File: src/rtl/kronos_if_fetch_if.sv
// Kronos IF-stage interface bundle.
// Groups the instruction bus, the execute-stage redirect and the IF/ID handshake that the
// fetch stage drives.
//   master : fetch stage side (drives instr_addr/instr_req, fetch/fetch_vld)
//   slave  : environment side (bus slave, execute redirect, decode consumer)
// Signals:
//   instr_addr[31:0], instr_req     fetch request, held stable until instr_ack
//   instr_ack, instr_data[31:0]     bus completion and fetched word
//   branch, branch_target[31:0]     one-cycle redirect strobe and its target
//   fetch (pipeIFID_t), fetch_vld   queue head {pc, ir} and its valid
//   fetch_rdy                       decode accepts the head
interface kronos_if_fetch_if;

  typedef struct packed {
    logic [31:0] pc;
    logic [31:0] ir;
  } pipeIFID_t;

  logic [31:0] instr_addr;
  logic        instr_req;
  logic        instr_ack;
  logic [31:0] instr_data;
  logic        branch;
  logic [31:0] branch_target;
  pipeIFID_t   fetch;
  logic        fetch_vld;
  logic        fetch_rdy;

  modport master (
    output instr_addr,
    output instr_req,
    input  instr_ack,
    input  instr_data,
    input  branch,
    input  branch_target,
    output fetch,
    output fetch_vld,
    input  fetch_rdy
  );

  modport slave (
    input  instr_addr,
    input  instr_req,
    output instr_ack,
    output instr_data,
    output branch,
    output branch_target,
    input  fetch,
    input  fetch_vld,
    output fetch_rdy
  );

endinterface

File: src/rtl/kronos_if_fetch.sv
// Kronos RV32I instruction fetch stage.
// Masters the instruction bus, buffers up to two fetched words in a small queue and presents
// the head {pc, ir} to decode over a valid/ready handshake. A redirect from execute flushes
// the queue; a request already in flight is allowed to complete and its data is discarded
// (FLUSH state) before fetch restarts at the latest target.
// Ports:
//   clk  : core clock, rising edge
//   rst  : synchronous active-high reset
//   bus  : kronos_if_fetch_if.master (instruction bus, redirect, IF/ID handshake)
// Parameters:
//   BOOT_ADDR : first fetch address after reset, word aligned
module kronos_if_fetch #(
  parameter logic [31:0] BOOT_ADDR = 32'h0000_0000
) (
  input logic               clk,
  input logic               rst,
  kronos_if_fetch_if.master bus
);

  typedef enum logic [0:0] {StRun, StFlush} state_e;

  state_e      state_q, state_d;
  logic [31:0] pc_req_q, pc_req_d;
  logic [31:0] target_q, target_d;
  logic [1:0]  count_q, count_d;
  logic        wptr_q, wptr_d;
  logic        rptr_q, rptr_d;
  logic [31:0] pc_mem_q [2];
  logic [31:0] ir_mem_q [2];

  logic        instr_req;
  logic        fetch_vld;
  logic        push;
  logic        pop;
  logic [31:0] branch_addr;

  assign branch_addr = {bus.branch_target[31:2], 2'b00};

  // FSM state register
  always_ff @(posedge clk) begin
    if (rst) begin
      state_q <= StRun;
    end else begin
      state_q <= state_d;
    end
  end

  // FSM next state
  always_comb begin
    state_d = state_q;
    unique case (state_q)
      StRun: begin
        // A redirect with an unacknowledged request must wait for that request to finish.
        if (bus.branch && instr_req && !bus.instr_ack) begin
          state_d = StFlush;
        end
      end
      StFlush: begin
        if (bus.instr_ack) begin
          state_d = StRun;
        end
      end
      default: state_d = StRun;
    endcase
  end

  // FSM outputs: request while flushing or while the queue has room
  always_comb begin
    instr_req = 1'b0;
    if (!rst) begin
      instr_req = (state_q == StFlush) || (count_q < 2'd2);
    end
  end

  assign fetch_vld = (count_q != 2'd0);
  assign push      = instr_req && bus.instr_ack && (state_q == StRun) && !bus.branch;
  assign pop       = fetch_vld && bus.fetch_rdy && !bus.branch;

  // Datapath next state
  always_comb begin
    pc_req_d = pc_req_q;
    target_d = target_q;
    count_d  = count_q;
    wptr_d   = wptr_q;
    rptr_d   = rptr_q;
    if (bus.branch) begin
      count_d = 2'd0;
      wptr_d  = 1'b0;
      rptr_d  = 1'b0;
      // In FLUSH instr_req is always high, so this reduces to "ack this cycle".
      if (!instr_req || bus.instr_ack) begin
        pc_req_d = branch_addr;
      end else begin
        target_d = branch_addr;
      end
    end else if (state_q == StFlush) begin
      if (bus.instr_ack) begin
        pc_req_d = target_q;
      end
    end else begin
      if (push) begin
        pc_req_d = pc_req_q + 32'd4;
        wptr_d   = ~wptr_q;
      end
      if (pop) begin
        rptr_d = ~rptr_q;
      end
      count_d = count_q + {1'b0, push} - {1'b0, pop};
    end
  end

  always_ff @(posedge clk) begin
    if (rst) begin
      pc_req_q <= BOOT_ADDR;
      target_q <= BOOT_ADDR;
      count_q  <= 2'd0;
      wptr_q   <= 1'b0;
      rptr_q   <= 1'b0;
    end else begin
      pc_req_q <= pc_req_d;
      target_q <= target_d;
      count_q  <= count_d;
      wptr_q   <= wptr_d;
      rptr_q   <= rptr_d;
    end
  end

  // Queue storage needs no reset; count_q qualifies every entry.
  always_ff @(posedge clk) begin
    if (push && !rst) begin
      pc_mem_q[wptr_q] <= pc_req_q;
      ir_mem_q[wptr_q] <= bus.instr_data;
    end
  end

  assign bus.instr_addr = pc_req_q;
  assign bus.instr_req  = instr_req;
  assign bus.fetch_vld  = fetch_vld;
  assign bus.fetch      = {pc_mem_q[rptr_q], ir_mem_q[rptr_q]};

endmodule

File: src/flat_wrapper.sv
// flat-port wrapper written by rule: the top's interface ports become plain ports
module kronos_if_fetch_flat 
#(
  parameter logic [31:0] BOOT_ADDR = 32'h0000_0000
)
  (clk, rst, bus_instr_addr, bus_instr_req, bus_instr_ack, bus_instr_data, bus_branch, bus_branch_target, bus_fetch, bus_fetch_vld, bus_fetch_rdy);
  kronos_if_fetch_if bus_i ();
  input logic clk;
  input logic rst;
  output wire logic [$bits(bus_i.instr_addr)-1:0] bus_instr_addr;
  output wire logic [$bits(bus_i.instr_req)-1:0] bus_instr_req;
  input wire logic [$bits(bus_i.instr_ack)-1:0] bus_instr_ack;
  input wire logic [$bits(bus_i.instr_data)-1:0] bus_instr_data;
  input wire logic [$bits(bus_i.branch)-1:0] bus_branch;
  input wire logic [$bits(bus_i.branch_target)-1:0] bus_branch_target;
  output wire logic [$bits(bus_i.fetch)-1:0] bus_fetch;
  output wire logic [$bits(bus_i.fetch_vld)-1:0] bus_fetch_vld;
  input wire logic [$bits(bus_i.fetch_rdy)-1:0] bus_fetch_rdy;
  assign bus_instr_addr = bus_i.instr_addr;
  assign bus_instr_req = bus_i.instr_req;
  assign bus_i.instr_ack = bus_instr_ack;
  assign bus_i.instr_data = bus_instr_data;
  assign bus_i.branch = bus_branch;
  assign bus_i.branch_target = bus_branch_target;
  assign bus_fetch = bus_i.fetch;
  assign bus_fetch_vld = bus_i.fetch_vld;
  assign bus_i.fetch_rdy = bus_fetch_rdy;
  kronos_if_fetch #(.BOOT_ADDR(BOOT_ADDR)) u_core (.clk(clk), .rst(rst), .bus(bus_i));
endmodule
File: config.mk
export PLATFORM = sky130hd
export DESIGN_NAME = kronos_if_fetch_flat
export DESIGN_NICKNAME = d
export VERILOG_FILES = /design/src/rtl/kronos_if_fetch_if.sv /design/src/rtl/kronos_if_fetch.sv /design/src/flat_wrapper.sv
export SDC_FILE = /design/constraint.sdc
export NUM_CORES = 1
export LEC_CHECK = 0
export ABC_AREA = 1
export CAP_MARGIN = 20
export CELL_PAD_IN_SITES_DETAIL_PLACEMENT = 1
export CELL_PAD_IN_SITES_GLOBAL_PLACEMENT = 2
export CORE_ASPECT_RATIO = 0.75
export CORE_MARGIN = 3
export CORE_UTILIZATION = 32
export DETAILED_ROUTE_END_ITERATION = 8
export PLACE_DENSITY_LB_ADDON = 0.1
export RECOVER_POWER = 50
export SETUP_SLACK_MARGIN = 0.3
export SYNTH_ARGS = -nofsm -noshare
export SYNTH_HDL_FRONTEND = slang
export SYNTH_SLANG_ARGS = --single-unit
File: constraint.sdc
create_clock -name clk -period 4.7 [get_ports clk]
set_input_delay 0.705 -clock clk [delete_from_list [all_inputs] [get_ports clk]]
set_output_delay 0.705 -clock clk [all_outputs]
set_load 0.005 [all_outputs]
# Word level (Yosys, flattened, before mapping)
# Memory sizes are Yosys's and may differ from the RTL's. A register that Yosys moved wholly into a read port is not among the register bits.
# Index checks and enable logic that the tools add are counted.
# word_totals
n_memories,2
ramBits,128
reg_bits,67
inputBits,69
word_cells,54
# op_classes
n_eq_ne,2
n_mux,15
reduce_logical,21
bitwise,4
add_sub_neg,3
order_cmp,1
# mem_list
memory,words,width,read_ports,rd_ports_with_merged_regs,wr,line,source
u_core.ir_mem_q,2,32,1,1,1,kronos_if_fetch.sv:29,logic [31:0] ir_mem_q [2];
u_core.pc_mem_q,2,32,1,1,1,kronos_if_fetch.sv:28,logic [31:0] pc_mem_q [2];
# ops
op,n
$mux 32,5
$add 32x3->32 const B,1
$mux 1,9
$logic_and 1x1->1,8
$reduce_and 2->1,3
$logic_not 1->1,4
$not 1->1,4
$ne 3x3->1 const B,1
$reduce_and 3->1,1
$reduce_bool 3->1,1
$add 2x1->2,1
$logic_or 1x1->1,2
$lt 2x2->1 const B,1
$ne 2x1->1 const B,1
$pmux 1 s2,1
$reduce_bool 2->1,1
$reduce_or 2->1,1
$sub 2x1->2,1

# Depth between registers and ports, before layout
# depth
depth_word,9
mapped_depth,10

# Worst setup path before layout
# Ideal clock, no wire load.
# synth_timing
path_kind,input to register
start,input rst
end,memory u_core.ir_mem_q[1][0] (enable)
setup_slack_ps,593
cell_stages,3
setup_time_ps,484
t_arrival_ps,3623
required_time_ps,4216
cell_sequence,a21oi_4 -> nand3_1 -> nor2_1
# synth_between
elab_chain_len,7
elab_cells_between_ends,8
# synth_rtl
element,line,source
from (decl),flat_wrapper.sv:9,input logic rst;
$mux 1,kronos_if_fetch.sv:70,if (!rst) begin
$logic_and 1x1->1 (3 in a row),kronos_if_fetch.sv:76,assign push = instr_req && bus.instr_ack && (state_q == StRun) && !bus.branch;
$logic_and 1x1->1 (*),kronos_if_fetch.sv:130,if (push && !rst) begin
$mux 1 (*),kronos_if_fetch.sv:130,
$mux 1 (not written as such) (*),kronos_if_fetch.sv:132,ir_mem_q[wptr_q] <= bus.instr_data;
to (decl),kronos_if_fetch.sv:29,
# Mark *: on every way between the ends. The rest lies on a longest branch, timed or not.

==> flow_summary.json <==
{
  "cts_buffers": 17,
  "insertion_delay_ns": 0.44,
  "syn2layout_area_growth_pct": 30.8,
  "setup_repair_bufs_after_cts": 0,
  "cts_hold_buf": 0,
  "placement_rows": 50,
  "clk_root_buffer_cell": "sky130_fd_sc_hd__clkbuf_16",
  "ffs_w_async_s_r_synth_pct": 0,
  "gpl.final_weighted_congestion": 0.789,
  "min-delay-start": "u_core.target_q[23]",
  "max_slew.worst_pin.slew_ns": 1.73,
  "finalCritPeriodShare_pct": 70.5,
  "route.detailed.drc": 0,
  "peakVddDrop_v": 0.000298,
  "post_synth_num_cell_types": 34,
  "worst_hold_path.endpoint": "u_core.target_q[23]",
  "synth-seq-area-share_pct": 61.5,
  "timing.critical_path.slowest_stage_cell": "sky130_fd_sc_hd__dfxtp_2",
  "synth.most_common_cell": "sky130_fd_sc_hd__edfxtp_1",
  "critical_path.max_fanout": 40,
  "hpwl_mm": 16.6,
  "cts.reportedPaths.clkPinSlew_ns": 0.08,
  "nNetsFinal": 1006,
  "antenna_found_initial": 0,
  "critical_path.reg2reg.startpoint": "u_core.state_q",
  "r2r_end": "u_core.pc_mem_q[0][4]",
  "netlist.top_cell.by_area": "sky130_fd_sc_hd__edfxtp_1",
  "slowest_delay_ns": 0.69,
  "cellLeakagePower_nw": 3.75,
  "hold_ws_ns": 0.458,
  "max-clock-path-buffers": 2,
  "worstSetupPathType": "flop to primary output",
  "grt_pass1_wl_mm": 37.2,
  "place.port_buffers": 160,
  "syn_area_um2": 8200,
  "postRouteAntennaNets": 0,
  "slew_violations": 62,
  "post-place-cells": 1253,
  "core-area_um2": 25100,
  "fin_skew_ns": 0.0135,
  "syn-instance-count": 782,
  "cp_data_required_time_ns": 3.99,
  "io_pins": 167,
  "grt_use_total_pct": 17.6,
  "final_std_cell_area_no_fill_um2": 10700,
  "power_density_nw_per_um2": 347,
  "post_cts_resize_count": 0,
  "cp_cell_sequence": "buf_4, mux2_2, clkdlybuf4s50_1",
  "floorplan.die.width_um": 191,
  "synth_edf_count": 124,
  "drt_wl_total_mm": 24.1,
  "gr-total-overflow": 0,
  "timing.max_slew.rel_slack_pct": -15.7,
  "rsz0062_at_grt": "false",
  "vias_in_the_first_global_route": 6380,
  "yosys_most_used_dff": "sky130_fd_sc_hd__edfxtp_1",
  "clock_power_share_pct": 38.7,
  "die_height_um": 145,
  "post_synth.cell_area_avg_um2": 10.5,
  "violations_in_the_final_reports": "capacitance limit, slew limit",
  "ff2ff_setup_slack_ns": 2.32,
  "dpl-instance-area_um2": 10200,
  "initial_cell_density_of_the_core_pct": 32.7,
  "post_route_cells_drive_above_1_share_pct": 13.0,
  "nFillCells": 2739,
  "wire_per_inst_um": 18.8,
  "tritoncts": "yes",
  "peak_freq_mhz": 302,
  "cell_internal_pwr_mw": 2.74,
  "final_cells": 1286,
  "detailroute.via_count": 6185,
  "power_frac_seq_pct": 51.6,
  "top_area_cells_in_the_synthesized_netlist": "sky130_fd_sc_hd__edfxtp_1 (45%), sky130_fd_sc_hd__dfxtp_1 (16%), sky130_fd_sc_hd__mux2_2 (8.5%)",
  "timing.setup.tns_ns": 0,
  "netlist.area_leader.share_pct": 45.4,
  "post-route-min-period_ns": 3.31,
  "comb_power_share_pct": 9.7,
  "crit_path_start_kind": "flop",
  "run_status": "complete, but fails checks",
  "critical_path_arrival_ns": 2.61,
  "timing.hold.worst_path_depth": 2,
  "synth_top_cells_by_count": "sky130_fd_sc_hd__edfxtp_1 (124), sky130_fd_sc_hd__nand2_1 (101), sky130_fd_sc_hd__nor2_1 (94)",
  "net_switching_fraction_of_the_power_pct": 26.4,
  "synthesis_warning_total": 0,
  "setup-violations-final": 0,
  "htree_levels": 4,
  "count_of_maximum_capacitance_violations": 1,
  "drt_iter0_drc": 288,
  "worst-r2r-cell-count": 5,
  "number_of_register_bits_inferred_by_synthesis": 190,
  "timing.final.hold_violations": 0,
  "design_power_total_mw": 3.72,
  "switchingPower_mw": 0.982,
  "grt_max_degree": 62,
  "routed_via_density": 4.81,
  "drt_pass1_iterations": 6,
  "critPathCaptureType": "primary output",
  "worst_hold_path_type": "flop to flop",
  "cts.sink_count": 190,
  "die-area_um2": 27600
}
==> metal layers <==
metal	GRT usage, %	vias up	wire, um
met1	26.0	3030	12300
met3	3.66	15	1200
li1	-	3004	-
met5	0	-	0
met4	3.36	0	155
met2	26.8	136	10500
==> worst max path at each step <==
stage / endpoint / slack (ns) / cells past startpoint
floorplan: u_core.ir_mem_q[1][0] / 0.59 / 3
global placement: bus_fetch[52] / 1.83 / 3
detailed placement: bus_fetch[53] / 1.79 / 3
CTS: bus_fetch[53] / 1.32 / 3
global route: bus_fetch[49] / 1.21 / 3
finish: bus_fetch[49] / 1.39 / 3
==> cell type report <==
type | count | area (um^2) | area share (%)
clock inverter | 14 | 155 | 1.45
multi-input combinational | 500 | 2770 | 25.8
clock buffer | 18 | 429 | 4.00
inverter | 55 | 209 | 1.95
timing repair buffer | 170 | 1690 | 15.8
tap | 338 | 423 | 3.94
antenna | 1 | 2.50 | 0.0233
sequential | 190 | 5050 | 47.1
==> critical path, delay by kind of cell, from the launching register on <==
| family | cells | cell delay (ns) |
|---|---|---|
| multiplexers | 1 | 0.40 |
| buffers and inverters | 2 | 1.07 |
| flip-flops | 1 | 0.69 |
==> cells by family after synthesis <==
logic type,count (synthesis),share of synthesized area [%]
AOI/OAI and AO/OA,176,11.0
muxes,62,8.52
and+or+nand+nor,247,12.7
other,1,0.0457
DFF,190,61.5
xor gates and xnor gates,8,0.855
buffers and inverters,95,4.91
adders and majority gates,3,0.458
==> cells in the final DEF (no fill, tap or decap), drive strengths merged <==
| cell | n |
|---|---|
| a211oi | 1 |
| a21o | 1 |
| a21oi | 92 |
| a31oi | 1 |
| and2 | 1 |
| buf | 10 |
| clkbuf | 19 |
| clkdlybuf4s50 | 112 |
| clkinv | 5 |
| conb | 4 |
| dfxtp | 66 |
| diode | 1 |
| dlygate4sd3 | 47 |
| edfxtp | 124 |
| ha | 3 |
| inv | 64 |
| mux2 | 62 |
| nand2 | 105 |
| nand3 | 33 |
| nand3b | 1 |
| nor2 | 100 |
| nor3 | 5 |
| o211ai | 2 |
| o21ai | 79 |
| or2 | 2 |
| xnor2 | 5 |
| xor2 | 3 |
==> registers in the layout, indices dropped and copies added (netlist names), named ones only <==
name	flops
u_core.ir_mem_q	64
u_core.wptr_q	1
u_core.rptr_q	1
u_core.target_q	30
u_core.state_q	1
u_core.pc_mem_q	60
u_core.count_q	2
u_core.bus.instr_addr	30
==> metrics by stage <==
step                setup WS (ns)  utilization, %
floorplan                   0.593               -
global placement             1.83            40.5
detailed placement           1.79            40.5
CTS                          1.32            42.8
global route                 1.21            42.7
finish                       1.39            42.7
==> power groups by stage <==
stage | combinational [mW] | clock, mW | sequential [mW]
after floorplan | 0.169 | 0 | 1.93
after global placement | 0.368 | 0 | 1.95
after detailed placement | 0.376 | 0 | 1.96
after CTS | 0.379 | 1.48 | 1.92
after global routing | 0.404 | 1.55 | 1.93
final | 0.362 | 1.44 | 1.92
No activity file was read; power rests on OpenSTA's default activity.
